<file path="src/rtl/xif_issue_queue_if.sv">
// Signal bundle between the CORE-V-XIF issue/commit side and the FPU dispatch side
// of xif_issue_queue. The master drives issue, commit, flush and dispatch_ready.
interface xif_issue_queue_if #(
    parameter int DEPTH       = 4,
    parameter int X_ID_WIDTH  = 4,
    parameter int INSTR_WIDTH = 32
);
    localparam int CNT_WIDTH = $clog2(DEPTH + 1);

    logic                   flush;
    logic                   issue_valid;
    logic                   issue_ready;
    logic                   issue_accept;
    logic [INSTR_WIDTH-1:0] issue_instr;
    logic [X_ID_WIDTH-1:0]  issue_id;
    logic                   commit_valid;
    logic [X_ID_WIDTH-1:0]  commit_id;
    logic                   commit_kill;
    logic                   dispatch_valid;
    logic                   dispatch_ready;
    logic [INSTR_WIDTH-1:0] dispatch_instr;
    logic [X_ID_WIDTH-1:0]  dispatch_id;
    logic [CNT_WIDTH-1:0]   occupancy;
    logic                   empty;
    logic                   full;

    modport master (
        output flush, issue_valid, issue_accept, issue_instr, issue_id,
               commit_valid, commit_id, commit_kill, dispatch_ready,
        input  issue_ready, dispatch_valid, dispatch_instr, dispatch_id,
               occupancy, empty, full
    );

    modport slave (
        input  flush, issue_valid, issue_accept, issue_instr, issue_id,
               commit_valid, commit_id, commit_kill, dispatch_ready,
        output issue_ready, dispatch_valid, dispatch_instr, dispatch_id,
               occupancy, empty, full
    );
endinterface

</file>
<file path="src/rtl/xif_issue_queue.sv">
// In-order issue queue between XIF issue/commit and the FPU pipeline: holds accepted
// instructions, records commit/kill per entry, dispatches committed heads, drops killed ones.
module xif_issue_queue #(
    parameter int DEPTH       = 4,
    parameter int X_ID_WIDTH  = 4,
    parameter int INSTR_WIDTH = 32
) (
    input  logic             ck,
    input  logic             rst_n,
    xif_issue_queue_if.slave bus
);
    localparam int PTR_WIDTH = $clog2(DEPTH);
    localparam int CNT_WIDTH = $clog2(DEPTH + 1);

    logic [DEPTH-1:0]       valid_q;
    logic [DEPTH-1:0]       committed_q;
    logic [DEPTH-1:0]       killed_q;
    logic [X_ID_WIDTH-1:0]  id_q    [DEPTH];
    logic [INSTR_WIDTH-1:0] instr_q [DEPTH];
    logic [PTR_WIDTH-1:0]   rd_ptr;
    logic [PTR_WIDTH-1:0]   wr_ptr;
    logic [CNT_WIDTH-1:0]   count;

    logic full_w;
    logic issue_ready_w;
    logic head_valid;
    logic dispatch_valid_w;
    logic auto_pop;
    logic pop;
    logic enq;

    assign full_w           = (count == CNT_WIDTH'(DEPTH));
    assign issue_ready_w    = !full_w && rst_n;
    assign head_valid       = valid_q[rd_ptr];
    assign dispatch_valid_w = head_valid && committed_q[rd_ptr] && !killed_q[rd_ptr];
    assign auto_pop         = head_valid && killed_q[rd_ptr];
    assign pop              = (dispatch_valid_w && bus.dispatch_ready) || auto_pop;
    assign enq              = bus.issue_valid && issue_ready_w && bus.issue_accept;

    // Scan entries in age order starting at the head; slot k is k places behind it.
    logic [PTR_WIDTH-1:0] scan_idx [DEPTH];
    logic [DEPTH-1:0]     match_age;

    for (genvar k = 0; k < DEPTH; k++) begin : g_scan
        assign scan_idx[k]  = rd_ptr + PTR_WIDTH'(k);
        assign match_age[k] = valid_q[scan_idx[k]] && !committed_q[scan_idx[k]]
                              && !killed_q[scan_idx[k]] && (id_q[scan_idx[k]] == bus.commit_id);
    end

    logic                 hit;
    logic [PTR_WIDTH-1:0] hit_idx;

    // NOTE: every always_comb output gets a default first, so no path leaves it unassigned (no latch).
    always_comb begin
        hit     = 1'b0;
        hit_idx = '0;
        for (int k = DEPTH - 1; k >= 0; k--) begin
            if (match_age[k]) begin
                hit     = 1'b1;
                hit_idx = scan_idx[k];
            end
        end
    end

    logic commit_hit;
    logic commit_new;

    assign commit_hit = bus.commit_valid && hit;
    // With no older match, a commit naming the instruction being enqueued lands on the new entry.
    assign commit_new = bus.commit_valid && !hit && (bus.commit_id == bus.issue_id);

    // NOTE: state is updated with non-blocking assignments so every reader sees pre-edge values.
    always_ff @(posedge ck or negedge rst_n) begin
        if (!rst_n) begin
            valid_q     <= '0;
            committed_q <= '0;
            killed_q    <= '0;
            rd_ptr      <= '0;
            wr_ptr      <= '0;
            count       <= '0;
            // NOTE: payload storage is reset too, so the head outputs read 0 out of reset.
            for (int i = 0; i < DEPTH; i++) begin
                id_q[i]    <= '0;
                instr_q[i] <= '0;
            end
        end else if (bus.flush) begin
            valid_q     <= '0;
            committed_q <= '0;
            killed_q    <= '0;
            rd_ptr      <= '0;
            wr_ptr      <= '0;
            count       <= '0;
        end else begin
            if (pop) begin
                valid_q[rd_ptr]     <= 1'b0;
                committed_q[rd_ptr] <= 1'b0;
                killed_q[rd_ptr]    <= 1'b0;
                rd_ptr              <= rd_ptr + PTR_WIDTH'(1);
            end
            if (commit_hit) begin
                if (bus.commit_kill) killed_q[hit_idx]    <= 1'b1;
                else                 committed_q[hit_idx] <= 1'b1;
            end
            if (enq) begin
                valid_q[wr_ptr]     <= 1'b1;
                committed_q[wr_ptr] <= commit_new && !bus.commit_kill;
                killed_q[wr_ptr]    <= commit_new && bus.commit_kill;
                id_q[wr_ptr]        <= bus.issue_id;
                instr_q[wr_ptr]     <= bus.issue_instr;
                wr_ptr              <= wr_ptr + PTR_WIDTH'(1);
            end
            count <= count + CNT_WIDTH'(enq) - CNT_WIDTH'(pop);
        end
    end

    assign bus.issue_ready    = issue_ready_w;
    assign bus.dispatch_valid = dispatch_valid_w;
    assign bus.dispatch_instr = instr_q[rd_ptr];
    assign bus.dispatch_id    = id_q[rd_ptr];
    assign bus.occupancy      = count;
    assign bus.empty          = (count == '0);
    assign bus.full           = full_w;
endmodule

</file>
<file path="src/flat_wrapper.sv">
// flat-port wrapper written by rule: the top's interface ports become plain ports
module xif_issue_queue_flat 
#(
    parameter int DEPTH       = 4,
    parameter int X_ID_WIDTH  = 4,
    parameter int INSTR_WIDTH = 32
)
  (ck, rst_n, bus_flush, bus_issue_valid, bus_issue_accept, bus_issue_instr, bus_issue_id, bus_commit_valid, bus_commit_id, bus_commit_kill, bus_dispatch_ready, bus_issue_ready, bus_dispatch_valid, bus_dispatch_instr, bus_dispatch_id, bus_occupancy, bus_empty, bus_full);
  xif_issue_queue_if #(.DEPTH(DEPTH), .X_ID_WIDTH(X_ID_WIDTH), .INSTR_WIDTH(INSTR_WIDTH)) bus_i ();
  input  logic ck;
  input  logic rst_n;
  input wire logic [$bits(bus_i.flush)-1:0] bus_flush;
  input wire logic [$bits(bus_i.issue_valid)-1:0] bus_issue_valid;
  input wire logic [$bits(bus_i.issue_accept)-1:0] bus_issue_accept;
  input wire logic [$bits(bus_i.issue_instr)-1:0] bus_issue_instr;
  input wire logic [$bits(bus_i.issue_id)-1:0] bus_issue_id;
  input wire logic [$bits(bus_i.commit_valid)-1:0] bus_commit_valid;
  input wire logic [$bits(bus_i.commit_id)-1:0] bus_commit_id;
  input wire logic [$bits(bus_i.commit_kill)-1:0] bus_commit_kill;
  input wire logic [$bits(bus_i.dispatch_ready)-1:0] bus_dispatch_ready;
  output wire logic [$bits(bus_i.issue_ready)-1:0] bus_issue_ready;
  output wire logic [$bits(bus_i.dispatch_valid)-1:0] bus_dispatch_valid;
  output wire logic [$bits(bus_i.dispatch_instr)-1:0] bus_dispatch_instr;
  output wire logic [$bits(bus_i.dispatch_id)-1:0] bus_dispatch_id;
  output wire logic [$bits(bus_i.occupancy)-1:0] bus_occupancy;
  output wire logic [$bits(bus_i.empty)-1:0] bus_empty;
  output wire logic [$bits(bus_i.full)-1:0] bus_full;
  assign bus_i.flush = bus_flush;
  assign bus_i.issue_valid = bus_issue_valid;
  assign bus_i.issue_accept = bus_issue_accept;
  assign bus_i.issue_instr = bus_issue_instr;
  assign bus_i.issue_id = bus_issue_id;
  assign bus_i.commit_valid = bus_commit_valid;
  assign bus_i.commit_id = bus_commit_id;
  assign bus_i.commit_kill = bus_commit_kill;
  assign bus_i.dispatch_ready = bus_dispatch_ready;
  assign bus_issue_ready = bus_i.issue_ready;
  assign bus_dispatch_valid = bus_i.dispatch_valid;
  assign bus_dispatch_instr = bus_i.dispatch_instr;
  assign bus_dispatch_id = bus_i.dispatch_id;
  assign bus_occupancy = bus_i.occupancy;
  assign bus_empty = bus_i.empty;
  assign bus_full = bus_i.full;
  xif_issue_queue #(.DEPTH(DEPTH), .X_ID_WIDTH(X_ID_WIDTH), .INSTR_WIDTH(INSTR_WIDTH)) u_core (.ck(ck), .rst_n(rst_n), .bus(bus_i));
endmodule
</file>
<file path="config.mk">
export PLATFORM = sky130hd
export DESIGN_NAME = xif_issue_queue_flat
export DESIGN_NICKNAME = d
export VERILOG_FILES = /design/src/rtl/xif_issue_queue_if.sv /design/src/rtl/xif_issue_queue.sv /design/src/flat_wrapper.sv
export SDC_FILE = /design/constraint.sdc
export NUM_CORES = 1
export LEC_CHECK = 0
export CAP_MARGIN = 20
export CORE_ASPECT_RATIO = 1.75
export CORE_MARGIN = 4
export CORE_UTILIZATION = 57
export DETAILED_ROUTE_END_ITERATION = 10
export MAX_ROUTING_LAYER = met4
export PLACE_DENSITY = 0.77
export SLEW_MARGIN = 25
export SYNTH_ARGS = -nofsm -noshare
export SYNTH_HDL_FRONTEND = slang
export SYNTH_SLANG_ARGS = --single-unit
</file>
<file path="constraint.sdc">
create_clock -name ck -period 3.5 [get_ports ck]
set_input_delay 0.7 -clock ck [delete_from_list [all_inputs] [get_ports ck]]
set_output_delay 0.7 -clock ck [all_outputs]
set_load 0.02 [all_outputs]
</file>
== Word level (Yosys, flattened, before mapping) ==
Cells that the tools add are included.
Cells by class
  add/sub/neg operators: 6
  $lt $le $gt $ge: 15
  equal/unequal tests: 6
  muxes and demuxes: 84
  bitwise gates (word level): 13
  reduce and logical (&&, ||, !) cells: 44
Operators by type and width (number)
  $bwmux W128: 1
  $mux W4: 27
  $mux W32: 3
  $bmux W32 S2: 1
  $demux W32 S2: 1
  $bmux W4 S2: 4
  $logic_and A1 B1 Y1: 28
  $bmux W1 S2: 12
  $eq A4 B4 Y1: 5
  $mux W1: 19
  $lt A2 B3 Y1 const B: 6
  $bwmux W16: 1
  $mux W2: 8
  $ge A3 B3 Y1 const B: 5
  $not A2 Y3: 5
  $and A4 B4 Y4: 3
  $or A4 B4 Y4: 3
  $logic_not A1 Y1: 11
  $bwmux W4: 2
  $demux W4 S2: 1
  $demux W1 S2: 3
  $ge A2 B1 Y1 const B: 3
  $add A2 B1 Y2 const B: 2
  $add A2 B2 Y2 const B: 2
  11 further kinds: 12
Storage, ports and cells
  flip-flop bits (word level): 163
  bits of input ports: 48
  output and inout port bits: 43
  logic and storage cells: 182

== Longest topological paths before layout ==
Gate-level depths: netlist of the first run.
  depth after elaboration: 22
  depth in mapped cells: 15
  gate-level depth less buffers: 10

== Least setup slack after synthesis of the first run ==
Ideal clock, no wire load.
  path kind: reg-to-reg
  from: register u_core.rd_ptr[0]
  to: register u_core.killed_q[1]
  library setup time: 0.066 ns
  arrival: 3.104 ns
  required time: 3.434 ns
  path slack: 0.330 ns
  cell stages (with the launch flop): 16
  path buffers: 5
  clock period less this slack: 3.170 ns
  cells stage by stage: dfrtp_1 > buf_6 > buf_12 > inv_2 > clkbuf_1 > ha_1 > buf_2 > buf_2 > mux2i_1 > xnor2_1 > nor3_1 > o211ai_1 > o21ai_1 > nor4_1 > a32o_1 > a31o_1
On the way
  word-level cells in the longest chain between the ends: 22
  elaborated cells on any way between the ends: 106
  those cells by class: add/sub: 3; order compare: 4; eq/ne: 4; mux: 56; bitwise: 7; reduce/logical: 32
RTL lines
  start, declared: line xif_issue_queue.sv:20  | logic [PTR_WIDTH-1:0] rd_ptr;
  start signal, assigned: line xif_issue_queue.sv:98  | rd_ptr <= rd_ptr + PTR_WIDTH'(1);
  $add A2 B2 Y2: line xif_issue_queue.sv:45  | assign scan_idx[k] = rd_ptr + PTR_WIDTH'(k);
  $not A2 Y3 (implied by the code) or $bmux W1 S2 (tied branches): line xif_issue_queue.sv:47, xif_issue_queue.sv:46
  $bmux W4 S2 or $mux W1 (tied branches): line xif_issue_queue.sv:47, xif_issue_queue.sv:46
  $mux W4 (implied by the code) or $logic_not A1 Y1 (tied branches): line xif_issue_queue.sv:47, xif_issue_queue.sv:46
  $mux W4 (implied by the code) or $logic_and A1 B1 Y1 (tied branches): line xif_issue_queue.sv:47, xif_issue_queue.sv:46
  $eq A4 B4 Y1 or $logic_and A1 B1 Y1 (tied branches): line xif_issue_queue.sv:47  | && !killed_q[scan_idx[k]] && (id_q[scan_idx[k]] == bus.commit_id);
  $logic_and A1 B1 Y1: line xif_issue_queue.sv:47
  $mux W2 (4 in series): line xif_issue_queue.sv:58  | if (match_age[k]) begin
  [3 not listed]
  $demux W1 S2
  $or A4 B4 Y4 (no line)
  $mux W4: line xif_issue_queue.sv:101  | if (bus.commit_kill) killed_q[hit_idx] <= 1'b1;
  $mux W4: line xif_issue_queue.sv:100  | if (commit_hit) begin
  $mux W4: line xif_issue_queue.sv:86  | end else if (bus.flush) begin
  $bwmux W4: line xif_issue_queue.sv:107  | killed_q[wr_ptr] <= commit_new && bus.commit_kill;
  $mux W4 *: line xif_issue_queue.sv:104  | if (enq) begin
  $mux W4 *: line xif_issue_queue.sv:86
  end signal, assigned by index: line xif_issue_queue.sv:107
  end, declared: line xif_issue_queue.sv:17  | logic [DEPTH-1:0] killed_q;
Every way passes the cells marked *; elsewhere a longest branch is shown, timed or not. The select of a mux whose other input is x is not followed.
A chain may end at the register's enable or synchronous reset.

== Worst setup path in the final report of the first run ==
  from: register u_core.rd_ptr[0]
  to: output bus_dispatch_instr[20]
On the way
  word-level cells in the longest chain between the ends: 4
RTL lines
  $not A2 Y3 (implied by the code): line xif_issue_queue.sv:118  | assign bus.dispatch_instr = instr_q[rd_ptr];
  $bmux W32 S2: line xif_issue_queue.sv:118
  $mux W32 (implied by the code) (2 in series): line xif_issue_queue.sv:118
  end, declared: line flat_wrapper.sv:23  | output wire logic [$bits(bus_i.dispatch_instr)-1:0] bus_dispatch_instr;
No other way between the ends. The select of a mux whose other input is x is not followed.

==> results of run 1 <==
-- area by class of cell --
class	count	area [um^2]	share of cell area, %
timing repair buffer	108	1060	10.7
sequential	163	4080	41.3
multi-input combinational	356	3920	39.6
tap	177	221	2.24
clock inverter	14	136	1.38
inverter	10	37.5	0.380
clock buffer	18	429	4.34
-- per-layer routing --
metal  vias to the layer above  part of all wire, %  wire length, um  track usage [%]
met4                         0                  2.1              376             7.67
met3                        26                  3.9              689             4.48
met2                       131                   55             9780             40.5
met5                         -                    0                0                -
met1                      2632                   39             6890             26.7
li1                       2292                    -                -                -
-- worst max-delay path by stage --
stage	startpoint	to	cells past startpoint
final	u_core.rd_ptr[0]$_DFFE_PN0P_	bus_dispatch_instr[20]	3
after detailed placement	u_core.rd_ptr[0]$_DFFE_PN0P_	u_core.killed_q[0]$_DFF_PN0_	11
after CTS	u_core.rd_ptr[0]$_DFFE_PN0P_	u_core.committed_q[0]$_DFF_PN0_	11
after global placement	u_core.rd_ptr[0]$_DFFE_PN0P_	u_core.committed_q[0]$_DFF_PN0_	11
after global routing	u_core.rd_ptr[0]$_DFFE_PN0P_	u_core.killed_q[0]$_DFF_PN0_	11
after floorplan	u_core.rd_ptr[0]$_DFFE_PN0P_	u_core.killed_q[1]$_DFF_PN0_	15
-- state kept, by name, summed over array words and instances, names as in the netlist --
register and cells:
u_core.wr_ptr 2, u_core.instr_q 128, u_core.id_q 16, u_core.valid_q 4, u_core.committed_q 4, u_core.killed_q 4, u_core.rd_ptr 2, u_core.bus.occupancy 3
-- worst max-delay path, stage by stage (launching register included) --
cell,delay [ns]
dfrtp_4,0.66
buf_4,0.43
mux4_2,0.59
clkdlybuf4s50_1,0.56
-- power by group through the flow --
stage               clock, W  sequential, W  combinational (W)
CTS                  0.00181        0.00219           0.000974
global route         0.00190        0.00221            0.00102
finish               0.00178        0.00219           0.000955
global placement           0        0.00221           0.000947
floorplan                  0        0.00218           0.000544
detailed placement         0        0.00223           0.000967
-- per-stage QoR --
stage          setup slack (ns)  instance area [um^2]  hold slack [ns]
4_1_cts                  0.0238                  9880            0.488
3_3_place_gp              0.149                  9310            0.468
6_report                  0.138                  9890            0.393
3_5_place_dp             0.0108                  9310            0.478
2_1_floorplan             0.330                  8180            0.404
5_1_grt                  0.0179                  9890            0.490
-- cell families (layout without fill, tap and decap cells) --
group / after synthesis / count (layout) / share of synthesized area (%)
DFF: 163 / 163 / 49.9
and+or+nand+nor: 69 / 69 / 4.06
AOI/OAI and AO/OA: 45 / 45 / 4.39
buffers and inverters: 45 / 150 / 2.46
muxes: 202 / 202 / 34.3
xor gates and xnor gates: 29 / 29 / 3.11
adders and majority gates: 11 / 11 / 1.78
-- synth_stat cells, drive strengths merged, types with 2 or more instances --
cell / instances
dfrtp: 163
mux2: 145
mux4: 46
xnor2: 25
clkbuf: 22
nand2: 21
nor2: 16
buf: 13
mux2i: 11
ha: 10
inv: 10
a21oi: 7
o31ai: 7
a32oi: 6
nand3: 6
nor2b: 6
nor3: 6
o21ai: 6
a221oi: 4
xor2: 4
and3: 3
nand2b: 3
o211ai: 3
a31o: 2
a32o: 2
nor3b: 2
nor4: 2
or3: 2
-- cells in the final DEF (no fill, tap or decap), types with 4 or more instances in the layout --
cell type	instances
mux4_1	6
clkbuf_16	17
mux2i_1	11
inv_1	7
dfrtp_1	161
xor2_1	4
mux2_2	12
nor2b_1	6
o31ai_1	6
a21oi_1	7
a221oi_1	4
a32oi_1	6
nor3_1	6
mux4_2	40
clkdlybuf4s50_1	89
ha_1	10
nor2_1	16
nand2_1	15
inv_8	5
nand3_1	6
buf_4	16
mux2_1	132
xnor2_1	25
nand2_2	6
==> key figures, run 1 <==
Status
  • Status: finished, final reports clean

Pwr
  • P_sw: roughly 0.0014 W
  • Pint: ~0.0035 W
  • Sw frac: between 20% and 30%
  • Reg power frac: about 45%
  • Total power: ~0.0049 W
  • Max VDD drop: about 400 uV
  • P_leak: about 4.4 nW
  • Clock power share: 36.1%
  • Power Density: around 500 nW/um^2
  • Combinational share of power: just under 20%

Clocking
  • Clk pin slew, worst setup/hold paths: 0.07 ns
  • CTS tree: yes
  • Clock Sinks: roughly 160
  • PostCTS Resize Cnt: 1
  • Deepest clock path buffer count: 2
  • Post-CTS setup buffer count: 0
  • Root buffer cell: clkbuf_16
  • Num CTS Buffers: 17
  • H-tree Lvls: 4
  • Skew-Pair Late Insertion Delay: approximately 0.42 ns
  • # hold bufs at CTS: 0

Synth
  • Yosys top cell area share: roughly half
  • Register bit total from synthesis: 163
  • Post-synth EDFFs: 0
  • Post-synth cell types: 50
  • Sequential element share of the synthesized area: approximately 50%
  • Syn avg cell area: about 14 um^2
  • Largest cells by area after synthesis: dfrtp_1 (50%), mux2_1 (18%), mux4_2 (11%)
  • Mapped Cells: ~560
  • Synth warn: 0
  • Synth async-reset ratio: 100%
  • Leading area contributor after synthesis: dfrtp_1
  • Syn Std Cell Area: ~8000 um^2
  • Main flop type after synthesis: dfrtp_1
  • Post-Syn Nets: slightly above 600

Detailed routing
  • DRC errors left: 0
  • Final wirelength: about 18000 um
  • Wirelength per Cell: 21.0 um
  • Vias per std cell: about 6.0
  • DR pass1 iterations: 5
  • Final antenna-violating net count: 0
  • Via Count: 5081
  • Number of DRC markers in iteration 0: about 220

Floorplanning
  • Io pins: a little over 90
  • Full die area: 16400 um^2
  • Die height: between 150 and 200 um
  • Rows: 57
  • Die width: 98.5 um
  • Core area: 14000 um^2
  • Starting Density: around three fifths

Setup path
  • Reg2Reg Setup Slack: ~0.26 ns
  • Startpoint Class: register
  • Arrival time worst endpoint: roughly 2.7 ns
  • Worst path required time: approximately 2.8 ns
  • Reg2Reg Depth: 11
  • Critical Path Sink Type: primary output
  • Crit Path Class: reg2out
  • Reg-to-Reg Start: u_core.rd_ptr[0]$_DFFE_PN0P_
  • CP Max Fanout: 20
  • Worst r2r dst: u_core.killed_q[0]$_DFF_PN0_

GRT
  • Initial antenna violation count: 0
  • Vias in the first global route: ~5500
  • All-layer global routing usage: 23.2%
  • First-pass GRT wire length: 29000 um
  • Total gr overflow: 0
  • Largest net degree at the start of global routing: ~160

Placed design
  • Placer Congestion: between 0.9 and 1
  • DP Cell Count: between 800 and 900
  • PortBufs: 90
  • Hpwl dp: roughly 12000 um

STA
  • Hold Vio Cnt, Final: 0
  • Highest clock rate: a little under 0.3 GHz
  • Setup Skew: between 0.01 and 0.015 ns
  • Final setup viols: 0
  • Crit path time final: about 3.4 ns
  • Max-slew violation count: 0
  • RSZ-0062 raised after global routing: no
  • Sum Neg Setup Slack: 0 ns
  • Slew @ Worst Pin: ~0.95 ns
  • Crit share post-route: 96.1%
  • Slew HR: 36.6%

Worst hold path
  • HP Class: in2async

Final layout
  • Share of layout cells above drive strength 1: ~18%
  • Area delta synth->final: 21.0%
  • Fillers: roughly 970
  • Fin util: a little over 70%
  • Fin cells: ~850
  • Final Net Count: between 700 and 800
  • Antenna diodes: 0

Job
  • Max-Cap Viols: 0
Note: power is estimated with default switching activity, not from simulation.
==> run 2: changes to the inputs <==
--- a/config.mk
+++ b/config.mk
@@ -8,10 +8,10 @@
 export CAP_MARGIN = 20
 export CORE_ASPECT_RATIO = 1.75
 export CORE_MARGIN = 4
-export CORE_UTILIZATION = 57
+export CORE_UTILIZATION = 55
 export DETAILED_ROUTE_END_ITERATION = 10
 export MAX_ROUTING_LAYER = met4
-export PLACE_DENSITY = 0.77
+export PLACE_DENSITY = 0.74
 export SLEW_MARGIN = 25
 export SYNTH_ARGS = -nofsm -noshare
 export SYNTH_HDL_FRONTEND = slang
==> constraint.sdc (replaced) <==
create_clock -name ck -period 3.5 [get_ports ck]
set_input_delay 0.7 -clock ck [delete_from_list [all_inputs] [get_ports ck]]
set_output_delay 0.7 -clock ck [all_outputs]
set_load 0.05 [all_outputs]
==> run 2 against run 1 <==
Final cell count is 0.47% higher. Combinational power is 30% higher. Fmax is 0.64% lower. Highest routed layer unchanged. Critical path type unchanged. Critical path depth is 1 higher. Critical endpoint is now bus_dispatch_instr[16].
==> key figures, run 2 (same netlist as run 1, synthesis figures left out) <==
Status
  • Status: finished, final reports clean (unchanged)

STA
  • Highest clock rate: 0.296 GHz (was 0.297 GHz)
  • Max-slew violation count: 0 (unchanged)
  • Hold Vio Cnt, Final: 0 (unchanged)
  • Final setup margin: 0.116 ns (was 0.138 ns)
  • Setup Skew: 0.0133 ns (was 0.0105 ns)
  • Slew HR: 42.9% (was 36.6%)
  • RSZ-0062 raised after global routing: no (unchanged)
  • Final setup viols: 0 (unchanged)
  • Crit path time final: 3.38 ns (was 3.36 ns)
  • Crit share post-route: 96.7% (was 96.1%)
  • Slew @ Worst Pin: 0.856 ns (was 0.949 ns)
  • Sum Neg Setup Slack: 0 ns (unchanged)

Clocking
  • Num CTS Buffers: 17 (unchanged)
  • CTS tree: yes (unchanged)
  • Clock Sinks: 163 (unchanged)
  • Skew-Pair Late Insertion Delay: 0.42 ns (about the same)
  • Root buffer cell: clkbuf_16 (unchanged)
  • H-tree Lvls: 4 (unchanged)
  • Deepest clock path buffer count: 2 (unchanged)
  • Post-CTS setup buffer count: 0 (unchanged)
  • Clk pin slew, worst setup/hold paths: 0.07 ns (about the same)
  • # hold bufs at CTS: 0 (unchanged)

Setup path
  • Worst path required time: 2.80 ns (about the same)
  • CP max-delay cell: clkdlybuf4s50_1 (was dfrtp_4)
  • Crit path launch: u_core.rd_ptr[1]$_DFFE_PN0P_ (was u_core.rd_ptr[0]$_DFFE_PN0P_)
  • Crit Path Class: reg2out (unchanged)
  • Buf+Inv Stages, Crit Path: 3 (was 2)
  • Worst path depth: 4 (was 3)
  • CP Max Fanout: 30 (was 20)
  • CP peak stage delay: 0.75 ns (was 0.66 ns)
  • Reg2Reg Depth: 11 (unchanged)
  • Worst r2r dst: u_core.killed_q[3]$_DFF_PN0_ (was u_core.killed_q[0]$_DFF_PN0_)
  • Reg-to-Reg Start: u_core.rd_ptr[0]$_DFFE_PN0P_ (unchanged)
  • Reg2Reg Setup Slack: 0.27 ns (was 0.26 ns)
  • Crit path capture: bus_dispatch_instr[16] (was bus_dispatch_instr[20])
  • Worst path most repeated cell: buf_4
  • Critical Path Sink Type: primary output (unchanged)
  • Arrival time worst endpoint: 2.68 ns (was 2.66 ns)
  • Startpoint Class: register (unchanged)
  • CP top delay family: buffers and inverters (unchanged)
  • Worst path cell trace: buf_4 -> buf_4 -> mux4_2 -> clkdlybuf4s50_1 (was buf_4 -> mux4_2 -> clkdlybuf4s50_1)

Pwr
  • Pint: 0.00360 W (was 0.00354 W)
  • Total power: 0.00524 W (was 0.00493 W)
  • Combinational share of power: 23.6% (was 19.4%)
  • P_leak: 4.41 nW (was 4.40 nW)
  • Reg power frac: 41.8% (was 44.5%)
  • Clock power share: 34.5% (was 36.1%)
  • P_sw: 0.00163 W (was 0.00138 W)
  • Max VDD drop: 468 uV (was 404 uV)
  • Power Density: 528 nW/um^2 (was 498 nW/um^2)
  • Sw frac: 31.2% (was 28.0%)

GRT
  • Total gr overflow: 0 (unchanged)
  • Vias in the first global route: 5760 (was 5544)
  • Largest net degree at the start of global routing: 164 (unchanged)
  • All-layer global routing usage: 23.4% (was 23.2%)
  • First-pass GRT wire length: 30000 um (was 29000 um)
  • Initial antenna violation count: 1 (was 0)

Final layout
  • Most flops, register: u_core.instr_q (unchanged)
  • Commonest non-fill, non-tap cells in the layout: dfrtp_1 (161), mux2_1 (132), clkdlybuf4s50_1 (88) (was dfrtp_1 (161), mux2_1 (132), clkdlybuf4s50_1 (89))
  • Most common cell after layout, fill and taps aside: dfrtp_1 (unchanged)
  • Number of flip-flops in the largest register: 128 (unchanged)
  • Area delta synth->final: 21.3% (was 21.0%)
  • Share of layout cells above drive strength 1: 17.9% (was 17.8%)
  • Final Net Count: 716 (was 715)
  • Fin area: 9920 um^2 (was 9890 um^2)
  • Top flop regs: u_core.instr_q x128, u_core.id_q x16 (unchanged)
  • Fin cells: 850 (was 846)

Placed design
  • Place WS: 0.250 ns (was 0.0108 ns)
  • Placer Congestion: 0.865 (was 0.933)
  • Placed Area: 9330 um^2 (was 9310 um^2)
  • Hpwl dp: 12500 um (was 12300 um)
  • DP Cell Count: 818 (was 814)
  • PortBufs: 90 (unchanged)

Detailed routing
  • DRC errors left: 0 (unchanged)
  • Number of DRC markers in iteration 0: 239 (was 216)
  • DR pass1 iterations: 4 (was 5)
  • Via Count: 5192 (was 5081)
  • Final wirelength: 18000 um (was 17700 um)
  • Vias per std cell: 6.11 (was 6.01)
  • Final antenna-violating net count: 0 (unchanged)
  • Wirelength per Cell: 21.2 um (was 21.0 um)

Worst hold path
  • HP Class: in2async (unchanged)

Floorplanning
  • Starting Density: 56.3% (was 58.5%)
  • Rows: 58 (was 57)
  • Die width: 100 um (was 98.5 um)
  • Die height: 169 um (was 166 um)
  • Io pins: 91 (unchanged)
  • Full die area: 17000 um^2 (was 16400 um^2)
  • Core area: 14500 um^2 (was 14000 um^2)

Job
  • Max-Cap Viols: 0 (unchanged)
-- run 2: repair_timing --
item | in CTS | in global routing
gates resized for setup | 0 | 2
endpoints found under the setup margin | 0 | 11
hold endpoints to repair | 0 | 0
-- run 2: worst min path at each step --
stage / endpoint / slack [ns]
after floorplan: u_core.bus.occupancy[0]$_DFF_PN0_ / 0.40
after global placement: u_core.instr_q[34]$_DFFE_PN0P_ / 0.47
after detailed placement: u_core.instr_q[14]$_DFFE_PN0P_ / 0.48
after CTS: u_core.instr_q[14]$_DFFE_PN0P_ / 0.49
after global routing: u_core.instr_q[87]$_DFFE_PN0P_ / 0.50
final: u_core.instr_q[61]$_DFFE_PN0P_ / 0.45
-- run 2: stage by stage --
stage               util [%]  hold WS (ns)
floorplan                  -         0.404
global placement        64.3         0.468
detailed placement      64.3         0.476
CTS                     68.3         0.492
global route            68.3         0.502
finish                  68.3         0.448
-- run 2: power groups by stage --
| stage | Sequential, W | Clock, W | Combinational, W |
|---|---|---|---|
| after floorplan | 0.00219 | 0 | 0.000825 |
| after global placement | 0.00221 | 0 | 0.00123 |
| after detailed placement | 0.00223 | 0 | 0.00125 |
| after CTS | 0.00219 | 0.00185 | 0.00125 |
| after global routing | 0.00221 | 0.00194 | 0.00131 |
| final | 0.00219 | 0.00181 | 0.00124 |
-- run 2: layer usage --
metal | track usage, % | vias up | routed length (um)
li1 | - | 2295 | -
met1 | 27.4 | 2708 | 6880
met2 | 39.7 | 148 | 9790
met3 | 3.29 | 41 | 649
met4 | 10.5 | 0 | 716
met5 | - | - | 0
-- run 2: final cells by class --
class                   instances  area [um^2]
diodes                          1         2.50
clock buffers                  18          429
clock inverters                13          144
fillers                      1038         4590
inverters                      10         37.5
multi-input cells             356         3910
flip-flops and latches        163         4080
well taps                     180          225
repair buffers                109         1080
==> run 3: changes to the inputs <==
--- a/config.mk
+++ b/config.mk
@@ -5,7 +5,7 @@
 export SDC_FILE = /design/constraint.sdc
 export NUM_CORES = 1
 export LEC_CHECK = 0
-export CAP_MARGIN = 20
+export CAP_MARGIN = 5
 export CORE_ASPECT_RATIO = 1.75
 export CORE_MARGIN = 4
 export CORE_UTILIZATION = 55
==> results of run 3 <==
No change in the layout: final DEF, timing and power equal those of run 2.
